**src/rtl/game_session_ctrl.sv**
```systemverilog
// +--------------------------------------------------------------------------+
// | Module   : game_session_ctrl                                             |
// | Desc     : In-game session responder: countdown, scoring, exit request   |
// |            with req/ack handshake back to the menu FSM.                  |
// |            Optional high-score tracking: GAME_SESSION_HIGH_SCORE_EN.     |
// | Revision : 1.0 - initial release                                         |
// +--------------------------------------------------------------------------+
`timescale 1ns/1ps
`default_nettype none

module game_session_ctrl #(
  parameter int unsigned TICK_DIV    = 100000000,
  parameter int unsigned GAME_TIME   = 60,
  parameter int unsigned HOLD_CYCLES = 200000000
) (
  input  logic       sys_clk,
  input  logic       sys_rst_n,
  input  logic [2:0] menu_state,
  input  logic       button_up,
  input  logic       button_down,
  input  logic       button_left,
  output logic       game_exit,
  output logic       game_active,
  output logic [1:0] game_id,
  output logic [1:0] exit_cause,
  output logic [7:0] score,
  output logic [7:0] time_left,
  output logic [7:0] high_score
);

  localparam logic [1:0]  S_IDLE      = 2'd0;
  localparam logic [1:0]  S_RUN       = 2'd1;
  localparam logic [1:0]  S_EXIT_REQ  = 2'd2;

  localparam logic [26:0] c_TICK_LAST = 27'(TICK_DIV - 1);
  localparam logic [27:0] c_HOLD_LAST = 28'(HOLD_CYCLES - 1);
  localparam logic [7:0]  c_GAME_TIME = 8'(GAME_TIME);

  logic [1:0]        r_state;
  logic [1:0]        w_state_nxt;
  logic              r_up_prev;
  logic              r_down_prev;
  logic [7:0]        r_score;
  logic [7:0]        r_time_left;
  logic [26:0]       r_tick_cnt;
  logic [27:0]       r_hold_cnt;
  logic [1:0]        r_game_id;
  logic [1:0]        r_exit_cause;

  logic              w_in_game;
  logic              w_up_press;
  logic              w_down_press;
  logic              w_tick_wrap;
  logic              w_timeout;
  logic              w_user_exit;
  logic signed [9:0] w_score_sum;
  logic [7:0]        w_score_nxt;

  assign w_in_game    = (menu_state == 3'd4) || (menu_state == 3'd5);
  assign w_up_press   = button_up & ~r_up_prev;
  assign w_down_press = button_down & ~r_down_prev;
  assign w_tick_wrap  = (r_tick_cnt == c_TICK_LAST);
  assign w_timeout    = w_tick_wrap && (r_time_left == 8'd1);
  assign w_user_exit  = button_left && (r_hold_cnt == c_HOLD_LAST);

  // Game 2 with both presses nets +2-1 = +1; clamp to the 8-bit range.
  always_comb begin
    w_score_sum = $signed({2'b00, r_score});
    if (w_up_press) begin
      w_score_sum = w_score_sum + ((r_game_id == 2'd2) ? 10'sd2 : 10'sd1);
    end
    if (w_down_press && (r_game_id == 2'd2)) begin
      w_score_sum = w_score_sum - 10'sd1;
    end
    if (w_score_sum > 10'sd255) begin
      w_score_nxt = 8'd255;
    end else if (w_score_sum < 10'sd0) begin
      w_score_nxt = 8'd0;
    end else begin
      w_score_nxt = w_score_sum[7:0];
    end
  end

  always_ff @(posedge sys_clk) begin
    if (!sys_rst_n) begin
      r_state <= S_IDLE;
    end else begin
      r_state <= w_state_nxt;
    end
  end

  // Leaving {4,5} doubles as the abort in RUN and the ack in EXIT_REQ.
  always_comb begin
    w_state_nxt = r_state;
    case (r_state)
      S_IDLE: begin
        if (w_in_game) w_state_nxt = S_RUN;
      end
      S_RUN: begin
        if (!w_in_game) begin
          w_state_nxt = S_IDLE;
        end else if (w_timeout || w_user_exit) begin
          w_state_nxt = S_EXIT_REQ;
        end
      end
      S_EXIT_REQ: begin
        if (!w_in_game) w_state_nxt = S_IDLE;
      end
      default: w_state_nxt = S_IDLE;
    endcase
  end

  always_comb begin
    game_active = 1'b0;
    game_exit   = 1'b0;
    case (r_state)
      S_RUN:      game_active = 1'b1;
      S_EXIT_REQ: game_exit   = 1'b1;
      default:    ;
    endcase
  end

  always_ff @(posedge sys_clk) begin
    if (!sys_rst_n) begin
      r_up_prev    <= 1'b0;
      r_down_prev  <= 1'b0;
      r_score      <= 8'd0;
      r_time_left  <= 8'd0;
      r_tick_cnt   <= 27'd0;
      r_hold_cnt   <= 28'd0;
      r_game_id    <= 2'd0;
      r_exit_cause <= 2'd0;
    end else begin
      r_up_prev   <= button_up;
      r_down_prev <= button_down;
      case (r_state)
        S_IDLE: begin
          if (w_in_game) begin
            r_game_id    <= (menu_state == 3'd5) ? 2'd2 : 2'd1;
            r_score      <= 8'd0;
            r_time_left  <= c_GAME_TIME;
            r_tick_cnt   <= 27'd0;
            r_hold_cnt   <= 28'd0;
            r_exit_cause <= 2'd0;
          end
        end
        S_RUN: begin
          if (!w_in_game) begin
            r_game_id    <= 2'd0;
            r_exit_cause <= 2'd0;
          end else begin
            r_score    <= w_score_nxt;
            r_tick_cnt <= w_tick_wrap ? 27'd0 : r_tick_cnt + 27'd1;
            r_hold_cnt <= button_left ? r_hold_cnt + 28'd1 : 28'd0;
            if (w_tick_wrap) begin
              r_time_left <= r_time_left - 8'd1;
            end
            // Timeout takes precedence when both exits land together.
            if (w_timeout) begin
              r_exit_cause <= 2'd1;
            end else if (w_user_exit) begin
              r_exit_cause <= 2'd2;
            end
          end
        end
        S_EXIT_REQ: begin
          if (!w_in_game) r_game_id <= 2'd0;
        end
        default: ;
      endcase
    end
  end

  assign game_id    = r_game_id;
  assign exit_cause = r_exit_cause;
  assign score      = r_score;
  assign time_left  = r_time_left;

`ifdef GAME_SESSION_HIGH_SCORE_EN
  logic [7:0] r_high_score;

  // Compared against the post-event score so a press in the exit cycle counts.
  always_ff @(posedge sys_clk) begin
    if (!sys_rst_n) begin
      r_high_score <= 8'd0;
    end else if ((r_state == S_RUN) && (w_state_nxt == S_EXIT_REQ) &&
                 (w_score_nxt > r_high_score)) begin
      r_high_score <= w_score_nxt;
    end
  end

  assign high_score = r_high_score;
`else
  assign high_score = 8'd0;
`endif

endmodule

`default_nettype wire

```
**config.mk**
```make
export PLATFORM = sky130hd
export DESIGN_NAME = game_session_ctrl
export DESIGN_NICKNAME = d
export VERILOG_FILES = /design/src/rtl/game_session_ctrl.sv
export SDC_FILE = /design/constraint.sdc
export NUM_CORES = 1
export LEC_CHECK = 0
export BUFFER_PORTS_ARGS = -buffer_cell sky130_fd_sc_hd__buf_4
export CAP_MARGIN = 20
export CORE_AREA = 2 2 127 129
export DETAILED_ROUTE_END_ITERATION = 10
export DIE_AREA = 0 0 129 131
export HOLD_SLACK_MARGIN = 0.03
export MAX_ROUTING_LAYER = met4
export PLACE_DENSITY = 0.51
export REMOVE_ABC_BUFFERS = 1
export SLEW_MARGIN = 20
export SYNTH_ARGS = -nofsm -noshare
export SYNTH_HDL_FRONTEND = slang
export SYNTH_SLANG_ARGS = --single-unit
```
**constraint.sdc**
```tcl
create_clock -name sys_clk -period 2.8 [get_ports sys_clk]
set_input_delay 0.14 -clock sys_clk [delete_from_list [all_inputs] [get_ports sys_clk]]
set_output_delay 0.14 -clock sys_clk [all_outputs]
set_load 0.05 [all_outputs]
```
# ---- Yosys cells after proc, flatten, opt, wreduce, memory -nomap -nowiden
# Index checks and enable logic that the tools add are counted.
dict set report classes {
  add_sub_neg 5
  magnitude_cmp 2
  n_eq_ne 15
  muxes 35
  bitwise 4
  reduce_logical 14
}
# op n
set op_table {}
lappend op_table {{2-to-1 mux 28 bit} 3}
lappend op_table {{2-to-1 mux 27 bit} 3}
lappend op_table {{2-to-1 mux 8 bit} 7}
lappend op_table {{one-hot mux 28 bit (2 select lines)} 1}
lappend op_table {{one-hot mux 27 bit (2 select lines)} 1}
lappend op_table {{one-hot mux 8 bit (2 select lines)} 2}
lappend op_table {{adder 28 x 1 -> 28 bit (second input constant)} 1}
lappend op_table {{equality test 28 bit (second input constant)} 1}
lappend op_table {{adder 27 x 1 -> 27 bit (second input constant)} 1}
lappend op_table {{equality test 27 bit (second input constant)} 1}
lappend op_table {{2-to-1 mux 2 bit} 11}
lappend op_table {{AND reduction 3 bit} 4}
lappend op_table {{greater-than comparator 10 x 9 -> 1 bit (second input constant)} 1}
lappend op_table {{< comparator 10 x 1 -> 1 bit (second input constant)} 1}
lappend op_table {{2-to-1 mux 10 bit} 1}
lappend op_table {{!= test 2 bit (second input constant)} 5}
lappend op_table {{subtractor 10 x 2 -> 10 bit (second input constant)} 1}
lappend op_table {{adder 8 x 2 -> 9 bit} 1}
lappend op_table {{2-to-1 mux 9 bit} 1}
lappend op_table {{equality test 8 x 1 -> 1 bit (second input constant)} 1}
lappend op_table {{one-hot mux 2 bit (2 select lines)} 2}
lappend op_table {{subtractor 8 x 1 -> 8 bit (second input constant)} 1}
lappend op_table {{equality test 3 bit (second input constant)} 2}
lappend op_table {{one-hot mux 2 bit (3 select lines)} 1}
lappend op_table {{13 further kinds} 21}
dict set report word_totals {
  register_bits 79
}

# ---- Longest topological paths before layout
dict set report depth {
  ltp_word 11
  depth_mapped 12
  mapped_depth_nobuf 11
}

# ---- Least setup slack after synthesis
# OpenSTA, ideal clock, no wires.
dict set report synth_timing {
  path_kind {reg-to-reg}
  from {reg r_game_id[1] (netlist: game_id[1])}
  to {reg r_score[4] (netlist: score[4])}
  setup_ns 0.061
  arrival_ns 3.016
  setup_slack_ns -0.277
  path_stages_with_launch 11
  synth_period_minus_slack_ns 3.077
  cell_sequence {dfxtp_1 -> nand2b_1 -> ha_1 -> fa_1 -> and3b_1 -> o22ai_2 -> a22oi_2 -> or3_4 -> o32ai_4 -> o21bai_1 -> a22o_1}
}
dict set report synth_via {
  elab_chain_cells 11
  elab_cells_between_ends 13
}
# item line
set synth_rtl {}
lappend synth_rtl {{from (decl)} 47} ;# logic [1:0] r_game_id;
lappend synth_rtl {{from (signal assigned)} 139} ;# r_game_id <= (menu_state == 3'd5) ? 2'd2 : 2'd1;
lappend synth_rtl {{equality test 2 bit *} {70, 72}}
lappend synth_rtl {{2-to-1 mux 2 bit} 70} ;# w_score_sum = w_score_sum + ((r_game_id == 2'd2) ? 10'sd2 : 10'sd1);
lappend synth_rtl {{adder 8 x 2 -> 9 bit} 70}
lappend synth_rtl {{2-to-1 mux 9 bit} 69} ;# if (w_up_press) begin
lappend synth_rtl {{subtractor 10 x 2 -> 10 bit} 73} ;# w_score_sum = w_score_sum - 10'sd1;
lappend synth_rtl {{2-to-1 mux 10 bit *} 72} ;# if (w_down_press && (r_game_id == 2'd2)) begin
lappend synth_rtl {{< comparator 10 x 1 -> 1 bit} 77} ;# end else if (w_score_sum < 10'sd0) begin
lappend synth_rtl {{2-to-1 mux 8 bit} 77}
lappend synth_rtl {{2-to-1 mux 8 bit *} 75} ;# if (w_score_sum > 10'sd255) begin
lappend synth_rtl {{2-to-1 mux 8 bit *} 148} ;# if (!w_in_game) begin
lappend synth_rtl {{one-hot mux 8 bit (2 select lines) *} 136} ;# case (r_state)
lappend synth_rtl {{to (signal assigned)} 152} ;# r_score <= w_score_nxt;
lappend synth_rtl {{to (decl)} 43} ;# logic [7:0] r_score;
# Mark *: on every way between the ends. The rest lies on a longest branch, timed or not. The select of a mux whose other input is x is not followed.
# A chain may end at the register's enable or synchronous reset.

# ---- Worst setup path after layout
dict set report layout_timing {
  from {reg r_game_id[0] (netlist: game_id[0])}
  to {reg r_score[5] (netlist: score[5])}
}
# Same word-level chain as after synthesis.

==> impl_results.md <==
- Placed Instance Area: 5010 um^2
- Core Area: 15600 um^2
- Initial antenna violation count: 0
- Final hold violations: 0
- GR Overflow Total: 0
- Final Cell Area: 5390 um^2
- Horiz. Die Dim: 129 um
- Skew final: 0.00937 ns
- Post-synthesis sequential area ratio: 35.5%
- Clock transition at path regs: 0.06 ns
- Peak supply drop: 0.288 mV
- Area contributors post-synth: dfxtp_1 35%, nor2_1 6.3%, nand2_1 5.0%, a21oi_1 4.3%, xor2_1 3.7%
- Multi-input gate area: 2720 um^2
- Most common cell in the netlist: dfxtp_1
- Startpoint type of the worst setup path: flip-flop
- WHS: 0.0666 ns
- Slew @ Worst Pin: 0.670 ns
- Library cells used by synthesis: 60
- Fraction of layout cells with a size suffix above 1: 16.6%
- Slew headroom: 54.9%
- Avg WL per Cell: 13.2 um
- Clk network pwr share: 45.5%
- Worst EP arrival: 3.04 ns
- Sw Share: 26.6%
- Combined area of all synthesized cells: 4460 um^2
- FF+latch area: 1580 um^2
- GPL Wtd Cong: 0.821
- Maximum number of pins on one net before global-route repair: 36
- Sum of negative setup slack: 0 ns
- Port bufs: 29
- Hold Path Class: primary input to flip-flop
- DIE HEIGHT: 131 um
- Detailed Place HPWL: 7740 um
- H-Tree Level Count: 3
- Mapped Avg Cell Area: 7.98 um^2
- First-pass GRT wire length: 17600 um
- Clk Latency, worst-skew pair: 0.34 ns
- DRT Pass-1 Iters: 5
- Seq pwr share: 42.8%
- Ys flop type: dfxtp_1
- DRC: 0
- Max incr delay on CP: 0.47 ns
- FILL cells: 1592
- Clk root buf: clkbuf_16
- Worst Setup End Kind: flip-flop
- Worst-path cell chain: nand2b_4 > ha_4 > fa_1 > mux2i_1 > ha_2 > nand2_4 > or3_4 > o32ai_4 > o21bai_1 > a22o_1
- Via density: 4.90
- Asr flop ratio synth: 0%
- PD cells: 505 nW/um^2
- Sw power: 0.723 mW
- CP Max Fanout: 6
- Total GRT Usage: 13.5%
- Worst Path Required: 3.08 ns
- N_diodes: 0
- Area share of the largest cell type after synthesis: 35.5%
- LEAKAGE: 2.03 nW
- Final min period: 2.76 ns
- F_max: 363 MHz
- Combinational share of power: 11.7%
- Fin crit share: 98.4%
- RSZ-0062 raised after global routing: yes
- Maxcap violations: 0
- Yosys warning total: 0
- Num CTS Buffers: 9
- Post-layout nets: 621
- Initial DRC Count: 199
- Number of max-slew violations in the final report: 0
- Area delta synth->final: 21.0%
- Synth Instances: 558
- Total power: 2.72 mW
- Final ANT Viol Nets: 0
- Area leader, netlist: dfxtp_1
- Clock sinks: 79
- Vias in the first global route: 3652
- Via count: 4032
- Worst Path Class, Setup: flip-flop to flip-flop
- Row Count: 46
- Final wirelength: 10900 um
- I/O pin count: 38
- Maximum clock insertion buffer count: 2
- Outcome: complete, no violations
- Worst path slowest cell: fa_1
- Yosys reg bits: 79
- Final Setup Violations: 0
- Initial core utilization: 28.6%
- List of most frequent post-synthesis cells: 79 x dfxtp_1, 75 x nor2_1, 59 x nand2_1, 38 x a21oi_1, 28 x nand3_1
- P_int: 2.00 mW
- CTS tree: built
- Die ar.: 16900 um^2
- Post-synth EDFFs: 0
[flip-flops by register name, summed over array words and instances (netlist names)]
| signal | flops |
|---|---|
| exit_cause | 2 |
| game_id | 2 |
| r_down_prev | 1 |
| r_hold_cnt | 28 |
| r_state | 2 |
| r_tick_cnt | 27 |
| r_up_prev | 1 |
| score | 8 |
| time_left | 8 |
[metal layers]
layer	track usage, %	wire [um]	vias up
met5	-	0	-
met3	2.48	290	15
met1	16.7	5290	1887
met2	21.0	5080	55
li1	-	-	2075
met4	7.54	216	0
[metrics by stage]
| stage | worst slack (ns) | util (%) | std cells |
|---|---|---|---|
| after floorplan | -0.319 | - | 534 |
| after global placement | 0.0300 | 32.1 | 805 |
| after detailed placement | -0.0437 | 32.1 | 805 |
| after CTS | 0.0155 | 34.3 | 822 |
| after global routing | -0.112 | 34.6 | 823 |
| final | 0.0444 | 34.6 | 823 |
[what timing repair did]
action	CTS	global route
pin swaps	1	14
resized for setup	2	9
hold buffers	1	0
endpoints found under the setup margin	6	8
setup buffers	0	1
endpoints found under the hold margin	1	0
[cell usage in the layout, fill, tap and decap left out, types with 4 or more instances in the layout]
cell type and n:
nor3_1 15, o21ai_0 21, or3_1 10, conb_1 8
a21oi_1 38, nand3b_1 4, clkbuf_16 9, and4_1 7
mux2i_1 5, nand2b_1 6, nor4_1 11, a31oi_1 5
a21o_1 5, o21ai_1 6, and2_1 5, inv_1 15
nand3_1 28, a311oi_1 10, and3_1 12, xnor2_1 18
buf_4 54, nor4_2 5, xor2_1 19, nand4_1 10
dfxtp_1 78, a22oi_1 4, nor2_1 75, ha_1 8
nand2_1 58
[power groups by stage]
stage | clock [mW] | combinational (mW) | sequential, mW
detailed placement | 0 | 0.312 | 1.19
finish | 1.24 | 0.319 | 1.17
global route | 1.32 | 0.349 | 1.17
CTS | 1.28 | 0.316 | 1.16
floorplan | 0 | 0.166 | 1.24
global placement | 0 | 0.309 | 1.19
[layout make-up]
class	instances	share of cell area, %
clock buffer	11	4.69
sequential	79	29.4
tap	216	5.01
multi-input combinational	439	50.4
timing repair buffer	57	8.28
inverter	16	1.11
clock inverter	5	1.18
[final timing paths]
check	startpoint	endpoint	slack, ns	cells after the start
min reg2reg	r_tick_cnt[1]	r_tick_cnt[1]	0.47	2
min	button_up	r_up_prev	0.07	2
max reg2reg	game_id[0]	score[5]	0.04	10
max	game_id[0]	score[5]	0.04	10
[logic make-up (layout without fill, tap and decap cells)]
logic type | count (synthesis) | in the layout | synth area share (%)
buffers and inverters | 47 | 89 | 5.08
AND/OR/NAND/NOR | 262 | 262 | 30.6
multiplexers | 7 | 7 | 1.63
XOR/XNOR | 37 | 37 | 7.27
flip-flops | 79 | 79 | 35.5
other | 1 | 8 | 0.0842
AO/OA/AOI/OAI | 114 | 114 | 16.6
adder cells (fa/ha/maj) | 11 | 11 | 3.26
[worst max-delay path, delay by kind of cell (launching register included)]
kind                       cells  cell delay, ns
AOI/OAI and AO/OA              3            0.72
adders and majority gates      3            0.89
DFF                            1            0.32
muxes                          1            0.22
and+or+nand+nor                3            0.55
(Power assumes the default switching activity.)
